### src/rtl/shift_ring_ctr_pkg.sv
// ---------------------------------------------------------------------------
// shift_ring_ctr_pkg
// Shared types and helpers for the RING / JOHNSON shift counter.
//   ctr_mode_e        : counter mode (RING one-hot rotate, JOHNSON twisted ring)
//   DIR_LSB / DIR_MSB : values of the dir input
//   MAX_WIDTH         : widest counter the seed helper can describe
//   seed()            : restart value for a given mode
// ---------------------------------------------------------------------------
package shift_ring_ctr_pkg;

    typedef enum logic {
        CTR_RING    = 1'b0,
        CTR_JOHNSON = 1'b1
    } ctr_mode_e;

    localparam logic DIR_LSB = 1'b0;
    localparam logic DIR_MSB = 1'b1;

    localparam int MAX_WIDTH = 64;

    // Seed of a mode: RING starts with only bit 0 set, JOHNSON starts all-zero.
    // The result is MAX_WIDTH wide; callers cast it down to their own width.
    function automatic logic [MAX_WIDTH-1:0] seed(input ctr_mode_e mode,
                                                 input int unsigned width);
        logic [MAX_WIDTH-1:0] value;
        value = '0;
        if (mode == CTR_RING && width > 0) begin
            value[0] = 1'b1;
        end
        return value;
    endfunction

endpackage

### src/rtl/shift_ring_chk.sv
// ---------------------------------------------------------------------------
// shift_ring_chk
// Combinational legality checker for the shift counter state.
//   mode_q  in  : mode currently in effect
//   out     in  : counter state (WIDTH bits)
//   illegal out : 1 when out is not a state of mode_q's sequence
// RING legal states have exactly one bit set. JOHNSON legal states are
// thermometer codes, i.e. at most one adjacent-bit transition.
// ---------------------------------------------------------------------------
module shift_ring_chk
    import shift_ring_ctr_pkg::*;
#(
    parameter int WIDTH = 4
) (
    input  ctr_mode_e          mode_q,
    input  logic [WIDTH-1:0]   out,
    output logic               illegal
);

    int ones;
    int edges;

    // XOR of each bit with its neighbour marks every transition in the word.
    assign ones  = $countones(out);
    assign edges = $countones(out[WIDTH-1:1] ^ out[WIDTH-2:0]);

    assign illegal = (mode_q == CTR_RING) ? (ones != 1) : (edges > 1);

endmodule

### src/rtl/shift_ring_ctr.sv
// ---------------------------------------------------------------------------
// shift_ring_ctr
// WIDTH-bit shift counter with RING (one-hot) and JOHNSON (twisted ring)
// modes, runtime direction, enable, parallel load and a registered wrap pulse.
//   clk       in  : clock, state updates on rising edge
//   rstn      in  : asynchronous active-low reset
//   en        in  : shift enable
//   dir       in  : 0 shift toward LSB, 1 shift toward MSB
//   mode      in  : requested mode; a change restarts the counter at its seed
//   load      in  : parallel load strobe (highest priority)
//   load_val  in  : value written on load
//   out       out : counter state (registered)
//   wrap      out : one-cycle pulse when a shift lands back on the mode seed
//   err       out : one-cycle pulse when an illegal state was replaced
// Optional build macro SHIFT_RING_CTR_SELFCHECK_EN enables illegal-state
// correction; without it err is constant 0 and illegal states circulate.
// ---------------------------------------------------------------------------
module shift_ring_ctr
    import shift_ring_ctr_pkg::*;
#(
    parameter int WIDTH = 4
) (
    input  logic               clk,
    input  logic               rstn,
    input  logic               en,
    input  logic               dir,
    input  ctr_mode_e          mode,
    input  logic               load,
    input  logic [WIDTH-1:0]   load_val,
    output logic [WIDTH-1:0]   out,
    output logic               wrap,
    output logic               err
);

    if (WIDTH < 2 || WIDTH > MAX_WIDTH) begin : g_bad_width
        $error("shift_ring_ctr: WIDTH must be in 2..%0d", MAX_WIDTH);
    end

    localparam logic [WIDTH-1:0] RING_SEED    = WIDTH'(seed(CTR_RING, WIDTH));
    localparam logic [WIDTH-1:0] JOHNSON_SEED = WIDTH'(seed(CTR_JOHNSON, WIDTH));

    ctr_mode_e          mode_q;
    logic               twist;
    logic [WIDTH-1:0]   shifted;
    logic [WIDTH-1:0]   cur_seed;
    logic [WIDTH-1:0]   new_seed;
    logic               illegal;

`ifdef SHIFT_RING_CTR_SELFCHECK_EN
    shift_ring_chk #(
        .WIDTH   (WIDTH)
    ) u_chk (
        .mode_q  (mode_q),
        .out     (out),
        .illegal (illegal)
    );
`else
    assign illegal = 1'b0;
`endif

    // JOHNSON inverts the bit that wraps around the end; RING passes it through.
    assign twist    = (mode_q == CTR_JOHNSON);
    assign cur_seed = (mode_q == CTR_RING) ? RING_SEED : JOHNSON_SEED;
    assign new_seed = (mode   == CTR_RING) ? RING_SEED : JOHNSON_SEED;

    // Next value for a shift in the current mode and requested direction.
    always_comb begin
        shifted = out;
        if (dir == DIR_MSB) begin
            shifted = {out[WIDTH-2:0], out[WIDTH-1] ^ twist};
        end else begin
            shifted = {out[0] ^ twist, out[WIDTH-1:1]};
        end
    end

    // Counter state with strict priority: load, mode restart, illegal-state
    // correction, shift, hold. wrap and err default low so they are pulses.
    always_ff @(posedge clk or negedge rstn) begin
        if (!rstn) begin
            out    <= RING_SEED;
            mode_q <= CTR_RING;
            wrap   <= 1'b0;
            err    <= 1'b0;
        end else begin
            wrap <= 1'b0;
            err  <= 1'b0;
            if (load) begin
                out    <= load_val;
                mode_q <= mode;
            end else if (mode != mode_q) begin
                out    <= new_seed;
                mode_q <= mode;
            end else if (illegal) begin
                out <= cur_seed;
                err <= 1'b1;
            end else if (en) begin
                out  <= shifted;
                wrap <= (shifted == cur_seed);
            end
        end
    end

endmodule

### config.mk
export PLATFORM = sky130hd
export DESIGN_NAME = shift_ring_ctr
export DESIGN_NICKNAME = d
export VERILOG_FILES = /design/src/rtl/shift_ring_ctr_pkg.sv /design/src/rtl/shift_ring_chk.sv /design/src/rtl/shift_ring_ctr.sv
export SDC_FILE = /design/constraint.sdc
export NUM_CORES = 1
export LEC_CHECK = 0
export CORE_AREA = 2 2 39 41
export CTS_CLUSTER_SIZE = 16
export DETAILED_ROUTE_END_ITERATION = 7
export DIE_AREA = 0 0 41 43
export DONT_BUFFER_PORTS = 1
export GPL_TIMING_DRIVEN = 0
export HOLD_SLACK_MARGIN = 0.05
export PLACE_DENSITY = 0.43
export SLEW_MARGIN = 20
export SYNTH_ARGS = -nofsm -noshare
export SYNTH_HDL_FRONTEND = slang
export SYNTH_SLANG_ARGS = --single-unit
### constraint.sdc
create_clock -name clk -period 1.9 [get_ports clk]
set_input_delay 0.38 -clock clk [delete_from_list [all_inputs] [get_ports clk]]
set_output_delay 0.38 -clock clk [all_outputs]
set_load 0.1 [all_outputs]
==> impl_metrics.env, run 1 <==
export IMPL_status="finished clean"
export IMPL_finalSetupTns_ps=0
export IMPL_routedWlPerCell_um=13.20
export IMPL_synth_top_family_by_area="simple AND/OR/NAND/NOR gates"
export IMPL_seqCellArea_um2=151.4
export IMPL_syn2layout_area_growth_pct=14.38
export IMPL_antennaDiodeCount=0
export IMPL_setup_slack_ps=132.6
export IMPL_gp_congestion=0.7318
export IMPL_synth_xor_area_share=0.06709
export IMPL_worst_setup_path_end_kind="flip-flop"
export IMPL_synth_nets=55
export IMPL_wirelength_um=858
export IMPL_ys_seq_area_frac=0.3866
export IMPL_cts_buffers=3
export IMPL_cts_repair_resized=0
export IMPL_grt_pass1_vias=315
export IMPL_holdPathEnd="out[3]"
export IMPL_relSlewSlack=0.3118
export IMPL_synth_top_area_share=0.3195
export IMPL_clockRootBuffer="clkbuf_4"
export IMPL_hold_slack_ps=264.9
export IMPL_cp_slowest_cell="dfrtp_1"
export IMPL_synth_top_flop_cell="dfrtp_1"
export IMPL_dp_slack_ps=156.2
export IMPL_synthSimpleGateAreaFrac=0.2013
export IMPL_synthAdderAreaFrac=0.03195
export IMPL_critPathLaunchType="flip-flop"
export IMPL_muxShareOfSynthArea=0.05112
export IMPL_regToRegSetupSlack_ps=130
export IMPL_cts_tree="built"
export IMPL_cap_violations=0
export IMPL_grt_overflow_total=0
export IMPL_grt_pass1_wl_um=1449
export IMPL_nNetsFinal=61
export IMPL_row_count=14
export IMPL_synthCells=44
export IMPL_die_width_um=41
export IMPL_core_region_area_mm2=0.001384
export IMPL_ys_ff_latch=6
export IMPL_vias_per_cell=4.846
export IMPL_grt_usage=0.1282
export IMPL_finalClockSkew_ps=0.4262
export IMPL_cp_arrival_ps=1900
export IMPL_drt_iter0_markers=8
export IMPL_hold_depth=2
export IMPL_synth_edf_count=0
export IMPL_port_buffers=0
export IMPL_drc_errors=0
export IMPL_synth_top_cell_by_area="dfrtp_1"
export IMPL_critPathTopFamily="flip-flops"
export IMPL_drt_pass1_iter_count=4
export IMPL_rsz0062_at_grt="no"
export IMPL_vias=315
export IMPL_clkTransAtPathRegs_ps=50
export IMPL_drive_above_1_share=0.1633
export IMPL_layout_cells_non_filler=65
export IMPL_start_util=0.2830
export IMPL_grt_antenna_before_repair=0
export IMPL_synth_common_cells="dfrtp_1, o21ai_0, nand2_1, nand2b_1, nor2_1"
export IMPL_synth_area_top_cells="dfrtp_1, dfstp_2, o21ai_0, mux2i_1, nand2b_1"
export IMPL_fin_crit_sh=0.9302
export IMPL_crit_chain="mux2i_1, and3_1, and3_1"
export IMPL_yosysUniqueCellTypes=23
export IMPL_synth_area_um2=391.6
export IMPL_synth_compound_area_frac=0.1981
export IMPL_die_y_um=43
export IMPL_p_leak_uw=0.0002025
export IMPL_cts_sinks=6
export IMPL_crit_buf_inv=0
export IMPL_rr_worst_depth=3
export IMPL_grt_max_degree=10
export IMPL_avgSynthCellArea_um2=8.901
export IMPL_hpwlAfterDp_um=647
export IMPL_cp_slowest_stage_delay_ps=1020
export IMPL_final_core_util=0.3237
export IMPL_crit_path_frequent_cell="and3_1"
export IMPL_die_area_mm2=0.001763
export IMPL_yosys_warnings=0
export IMPL_hold_path_class="in -> reg"
export IMPL_nFillCells=150
export IMPL_max_freq_mhz=565.8
export IMPL_path_class="reg -> reg"
export IMPL_drv_slew=0
export IMPL_tightest_slew_ps=1032
export IMPL_hold_start="load"
export IMPL_r2r_start="out[1]"
export IMPL_path_max_fanout=5
export IMPL_io_pins=16
export IMPL_finalSetupViolCount=0
export IMPL_power_density_mw_per_mm2=1060
export IMPL_multi_input_area_um2=219.0
export IMPL_async_flop_share=1.000
export IMPL_crit_required_ps=2040
export IMPL_dp_cells=60
export IMPL_ir_drop_v=0.0005618
export IMPL_worstReg2RegEnd="wrap"
export IMPL_period_needed_ps=1767
export IMPL_cts_buffer_depth=2
export IMPL_antenna_left=0
export IMPL_finalHoldViolCount=0
export IMPL_cts_max_level=1
export IMPL_clk_latency_ps=250
## cells by family after synthesis
logic type	count (synthesis)
buffers and inverters	4
flip-flops	6
AND/OR/NAND/NOR	15
adder cells (fa/ha/maj)	1
AO/OA/AOI/OAI	12
multiplexers	2
XOR/XNOR	3
other	1
## worst register-to-register path, cell delays in order, from the launching register on
cell	delay [ps]
dfrtp_1	1020
mux2i_1	220
and3_1	250
and3_1	170
## what timing repair did
action | in CTS | in global routing
buffers inserted | 0 | 0
endpoints found under the hold margin | 6 | 0
hold buffers | 1 | 0
## layer usage
layer / share of wire / routed length [µm] / track usage / vias to the layer above
met2: 0.46 / 396 / 0.1625 / 15
met1: 0.41 / 356 / 0.1601 / 142
li1: - / - / - / 158
met4: 0 / 0 / 0.04000 / 0
met3: 0.12 / 105 / 0.1047 / 0
met5: 0 / 0 / 0 / -
## layout make-up
| class | instances | share of cell area |
|---|---|---|
| clock buffers | 4 | 0.05866 |
| plain buffers | 3 | 0.03911 |
| well taps | 16 | 0.04469 |
| flip-flops and latches | 6 | 0.3380 |
| inverters | 1 | 0.008380 |
| multi-input cells | 34 | 0.4888 |
| repair buffers | 1 | 0.02235 |
## how the worst max path moves through the flow
stage                 from  endpoint  slack (ps)  cells past startpoint
global placement    out[1]      wrap         170                      3
detailed placement  out[1]      wrap         160                      3
global route        out[1]      wrap          50                      3
finish              out[1]      wrap         130                      3
CTS                 out[1]      wrap         150                      3
floorplan           out[1]      wrap         260                      3
## report_power, final
part	switching (µW)	total (µW)	internal, µW
sequential	111	255	145
combinational	46.4	88.9	42.5
clock	50.4	130	79.8
total	207	475	267
## state kept, by name (all words and copies together), names as in the netlist
signal and cells:
wrap 1, out 4, mode_q 1
## cells in the final DEF (no fill, tap or decap), drive strengths merged, types with 2 or more instances in the layout
master  n
nand2   3
and3    2
a21oi   3
dfrtp   5
clkbuf  4
nand2b  3
xnor2   2
mux2i   2
a22o    2
nor2b   2
o21ai   5
nor2    3
buf     3
## per-stage QoR
| stage | total power [µW] | area, µm² |
|---|---|---|
| 2_1_floorplan | 325.2 | 391.6 |
| 3_3_place_gp | 340.2 | 411.6 |
| 3_5_place_dp | 342.4 | 411.6 |
| 4_1_cts | 483.2 | 447.9 |
| 5_1_grt | 517.0 | 447.9 |
| 6_report | 474.6 | 447.9 |
Note: power is estimated with default switching activity, not from simulation.
==> inputs of run 2 (changes only) <==
--- a/config.mk
+++ b/config.mk
@@ -5,10 +5,10 @@
 export SDC_FILE = /design/constraint.sdc
 export NUM_CORES = 1
 export LEC_CHECK = 0
-export CORE_AREA = 2 2 39 41
+export CORE_AREA = 5 5 42 44
 export CTS_CLUSTER_SIZE = 16
 export DETAILED_ROUTE_END_ITERATION = 7
-export DIE_AREA = 0 0 41 43
+export DIE_AREA = 0 0 47 49
 export DONT_BUFFER_PORTS = 1
 export GPL_TIMING_DRIVEN = 0
 export HOLD_SLACK_MARGIN = 0.05
==> impl_metrics.env, run 2 (synthesized netlist as in run 1, its figures left out) <==
export IMPL_status="finished clean"
export IMPL_max_freq_mhz=569.7
export IMPL_cts_tree="built"
export IMPL_largest_reg_flops=4
export IMPL_drt_iter0_markers=2
export IMPL_antenna_left=0
export IMPL_worst_setup_path_end_kind="flip-flop"
export IMPL_relSlewSlack=0.3269
export IMPL_clk_latency_ps=240
export IMPL_drv_slew=0
export IMPL_cp_arrival_ps=1890
export IMPL_cap_violations=0
export IMPL_clockRootBuffer="clkbuf_4"
export IMPL_busiest_layer="met2"
export IMPL_die_width_um=47
export IMPL_hpwlAfterDp_um=692.9
export IMPL_use_met2=0.1131
export IMPL_regMostFlops="out"
export IMPL_drt_pass1_iter_count=4
export IMPL_cts_setup_buffers=0
export IMPL_fin_crit_sh=0.9239
export IMPL_cts_sinks=6
export IMPL_grt_usage=0.08286
export IMPL_clkTransAtPathRegs_ps=50
export IMPL_vias=322
export IMPL_io_pins=16
export IMPL_tightest_slew_ps=1010
export IMPL_finalSetupTns_ps=0
export IMPL_antennaDiodeCount=0
export IMPL_p_leak_uw=0.0002025
export IMPL_core_region_area_mm2=0.001401
export IMPL_finalClockSkew_ps=1.672
export IMPL_cts_buffer_depth=2
export IMPL_row_count=14
export IMPL_p_total_uw=468.6
export IMPL_hold_path_class="in -> reg"
export IMPL_critPathLaunchType="flip-flop"
export IMPL_rsz0062_at_grt="no"
export IMPL_grt_pass1_wl_um=1345
export IMPL_start_util=0.2795
export IMPL_port_buffers=0
export IMPL_path_class="reg -> reg"
export IMPL_wirelength_um=855
export IMPL_cts_max_level=1
export IMPL_reg_top3="out x4, mode_q x1, wrap x1"
export IMPL_die_area_mm2=0.002303
export IMPL_routedWlPerCell_um=13.15
export IMPL_finalSetupViolCount=0
export IMPL_ir_drop_v=0.0005145
export IMPL_grt_pass1_vias=306
export IMPL_layout_cells_non_filler=65
export IMPL_use_met1=0.1051
export IMPL_drive_above_1_share=0.1633
export IMPL_final_core_util=0.3196
export IMPL_use_met3=0.06273
export IMPL_drc_errors=0
export IMPL_finalHoldViolCount=0
export IMPL_die_y_um=49
export IMPL_path_max_fanout=5
export IMPL_period_needed_ps=1755
export IMPL_gp_congestion=0.6983
export IMPL_crit_required_ps=2030
export IMPL_dp_cells=60
export IMPL_vias_per_cell=4.954
export IMPL_cts_buffers=3
export IMPL_grt_antenna_before_repair=0
export IMPL_grt_max_degree=10
export IMPL_grt_overflow_total=0
export IMPL_layout_common_cells="o21ai_0, dfrtp_1"
export IMPL_power_density_mw_per_mm2=1046
export IMPL_nNetsFinal=61
export IMPL_syn2layout_area_growth_pct=14.38
-- run 2: cell counts in the layout (fill, tap and decap cells not counted) --
Identical to the previous run, type by type.
-- run 2: power breakdown --
group / total (µW) / switching [µW] / internal (µW)
registers: 255 / 109 / 145
logic: 88.8 / 46.2 / 42.6
clock network: 125 / 45.8 / 79.6
-- run 2: critical path, cell delays in order (launching register included) --
cell,delay [ps]
dfrtp_1,1000
mux2i_1,220
and3_1,250
and3_1,170
-- run 2: final timing paths --
check | startpoint | to | cells after the start | slack [ps]
min in group asynchronous | rstn | out[3] | 1 | 460
min reg2reg | mode_q | mode_q | 2 | 610
max reg2reg | out[1] | wrap | 3 | 140
max in group asynchronous | rstn | out[0] | 1 | 1160
max | out[1] | wrap | 3 | 140
min | load | out[3] | 2 | 270
-- run 2: stage by stage --
stage	cell area [µm²]	hold slack [ps]	setup slack (ps)
floorplan	391.6	84.41	256.2
global placement	411.6	84.60	183.7
detailed placement	411.6	84.59	149.9
CTS	447.9	257.0	148.4
global route	447.9	264.7	78.23
finish	447.9	267.0	144.6
-- run 2: final cells by class --
| cell class | count | area, µm² |
|---|---|---|
| buffer | 3 | 17.52 |
| clock buffer | 4 | 26.28 |
| fill | 162 | 953.4 |
| inverter | 1 | 3.754 |
| multi-input combinational | 34 | 219.0 |
| sequential | 6 | 151.4 |
| tap | 16 | 20.02 |
| timing repair buffer | 1 | 10.01 |
-- run 2: repair_timing --
item                                   in CTS  in global routing
resized for setup                           0                  0
hold buffers                                1                  0
endpoints found under the hold margin       6                  0
-- run 2: per-layer routing --
layer	routed length, µm	up-vias
met5	0	-
met4	0	0
met3	83	0
met2	371	14
met1	400	147
li1	-	161
==> inputs of run 3 (changes only) <==
--- a/config.mk
+++ b/config.mk
@@ -12,7 +12,7 @@
 export DONT_BUFFER_PORTS = 1
 export GPL_TIMING_DRIVEN = 0
 export HOLD_SLACK_MARGIN = 0.05
-export PLACE_DENSITY = 0.43
+export PLACE_DENSITY = 0.44
 export SLEW_MARGIN = 20
 export SYNTH_ARGS = -nofsm -noshare
 export SYNTH_HDL_FRONTEND = slang
==> constraint.sdc (replaced) <==
create_clock -name clk -period 1.6 [get_ports clk]
set_input_delay 0.32 -clock clk [delete_from_list [all_inputs] [get_ports clk]]
set_output_delay 0.32 -clock clk [all_outputs]
set_load 0.1 [all_outputs]
==> impl_metrics.env, run 3 (synthesized netlist as in run 1, its figures left out) <==
export IMPL_status="finished clean"
export IMPL_reg_top3="out x4, mode_q x1, wrap x1"
export IMPL_final_core_util=0.3268
export IMPL_finalClockSkew_ps=0.6391
export IMPL_port_buffers=0
export IMPL_power_density_mw_per_mm2=1238
export IMPL_clk_latency_ps=240
export IMPL_hpwlAfterDp_um=709.5
export IMPL_die_width_um=47
export IMPL_grt_overflow_total=0
export IMPL_nNetsFinal=61
export IMPL_drv_slew=0
export IMPL_worstReg2RegEnd="wrap"
export IMPL_syn2layout_area_growth_pct=16.93
export IMPL_holdPathEnd="out[3]"
export IMPL_ir_drop_v=0.0006609
export IMPL_routed_top_layer="met4"
export IMPL_drt_iter0_markers=2
export IMPL_wl_met3_um=92
export IMPL_die_area_mm2=0.002303
export IMPL_hold_path_class="in -> reg"
export IMPL_nFillCells=160
export IMPL_dp_cells=60
export IMPL_rr_worst_depth=4
export IMPL_io_pins=16
export IMPL_relSlewSlack=0.4242
export IMPL_largest_reg_flops=4
export IMPL_finalSetupViolCount=0
export IMPL_routed_wl_met2_um=409
export IMPL_die_y_um=49
export IMPL_cts_sinks=6
export IMPL_crit_required_ps=1280
export IMPL_cts_setup_buffers=0
export IMPL_clockRootBuffer="clkbuf_4"
export IMPL_hold_depth=2
export IMPL_fin_crit_sh=0.9170
export IMPL_wl_met1_um=360
export IMPL_start_util=0.2795
export IMPL_cts_buffers=3
export IMPL_grt_pass1_wl_um=1483
export IMPL_cts_tree="built"
export IMPL_drc_errors=0
export IMPL_antennaDiodeCount=0
export IMPL_path_max_fanout=1
export IMPL_clkTransAtPathRegs_ps=50
export IMPL_seqCellArea_um2=158.9
export IMPL_wirelength_um=875
export IMPL_tightest_slew_ps=864.3
export IMPL_routedWlPerCell_um=13.46
export IMPL_antenna_left=0
export IMPL_max_freq_mhz=681.6
export IMPL_cts_buffer_depth=2
export IMPL_critPathLaunchType="flip-flop"
export IMPL_finalHoldViolCount=0
export IMPL_layout_cells_non_filler=65
export IMPL_p_total_uw=566.9
export IMPL_period_needed_ps=1467
export IMPL_multi_input_area_um2=221.5
export IMPL_row_count=14
export IMPL_grt_pass1_vias=329
export IMPL_grt_usage=0.09258
export IMPL_finalSetupTns_ps=0
export IMPL_vias_per_cell=5.138
export IMPL_p_leak_uw=0.0002002
export IMPL_grt_antenna_before_repair=0
export IMPL_worst_setup_path_end_kind="output port"
export IMPL_core_region_area_mm2=0.001401
export IMPL_cp_arrival_ps=1150
export IMPL_gp_congestion=0.6967
export IMPL_vias=334
export IMPL_grt_max_degree=10
export IMPL_regMostFlops="out"
export IMPL_regToRegSetupSlack_ps=160
export IMPL_layout_commonest_cell="o21ai_0"
export IMPL_r2r_start="mode_q"
export IMPL_path_class="reg -> out"
export IMPL_drive_above_1_share=0.2449
export IMPL_cap_violations=0
export IMPL_rsz0062_at_grt="no"
export IMPL_cts_max_level=1
export IMPL_hold_start="load"
export IMPL_drt_pass1_iter_count=2
-- run 3: cell type report --
cell class / instances / share of cell area
buffer: 3 / 0.03825
clock buffer: 4 / 0.05738
inverter: 1 / 0.008197
multi-input combinational: 34 / 0.4836
sequential: 6 / 0.3470
tap: 16 / 0.04372
timing repair buffer: 1 / 0.02186
-- run 3: worst reg2reg max path, cell delays in order (launching register included) --
cell and delay [ps]:
dfrtp_1 440, ha_1 340, nor2b_2 260, and3_1 190, and3_1 150
-- run 3: metal layers --
| metal | vias up | global-route usage |
|---|---|---|
| li1 | 162 | - |
| met1 | 158 | 0.1089 |
| met2 | 12 | 0.1244 |
| met3 | 2 | 0.06642 |
| met4 | 0 | 0.04147 |
| met5 | - | 0 |
-- run 3: report_power, final --
| group | leakage, µW | switching [µW] | internal (µW) |
|---|---|---|---|
| registers | 0.0000705 | 130 | 178 |
| clock network | 0.0000150 | 56.8 | 94.6 |
| logic | 0.000115 | 56.6 | 51.6 |
-- run 3: worst max path at each step --
stage,end,start,depth (start not counted)
global placement,wrap,out[2],3
CTS,wrap,out[0],3
global route,wrap,mode_q,4
detailed placement,wrap,out[2],3
finish,wrap,wrap,0
floorplan,wrap,out[2],3
-- run 3: repair_timing --
action,CTS,global route
hold buffers,1,0
cloned,0,0
setup endpoints to repair,1,2
gates resized for setup,1,2
hold endpoints to repair,6,0
-- run 3: through the flow --
stage                     hold WS [ps]  setup slack, ps  area [µm²]
after floorplan                  24.41            22.68       394.1
after global placement           24.60           -44.57       414.1
after detailed placement         24.59           -64.45       414.1
after CTS                        204.9            33.10       451.7
after global routing             189.6            53.55       457.9
final                            210.2            132.9       457.9
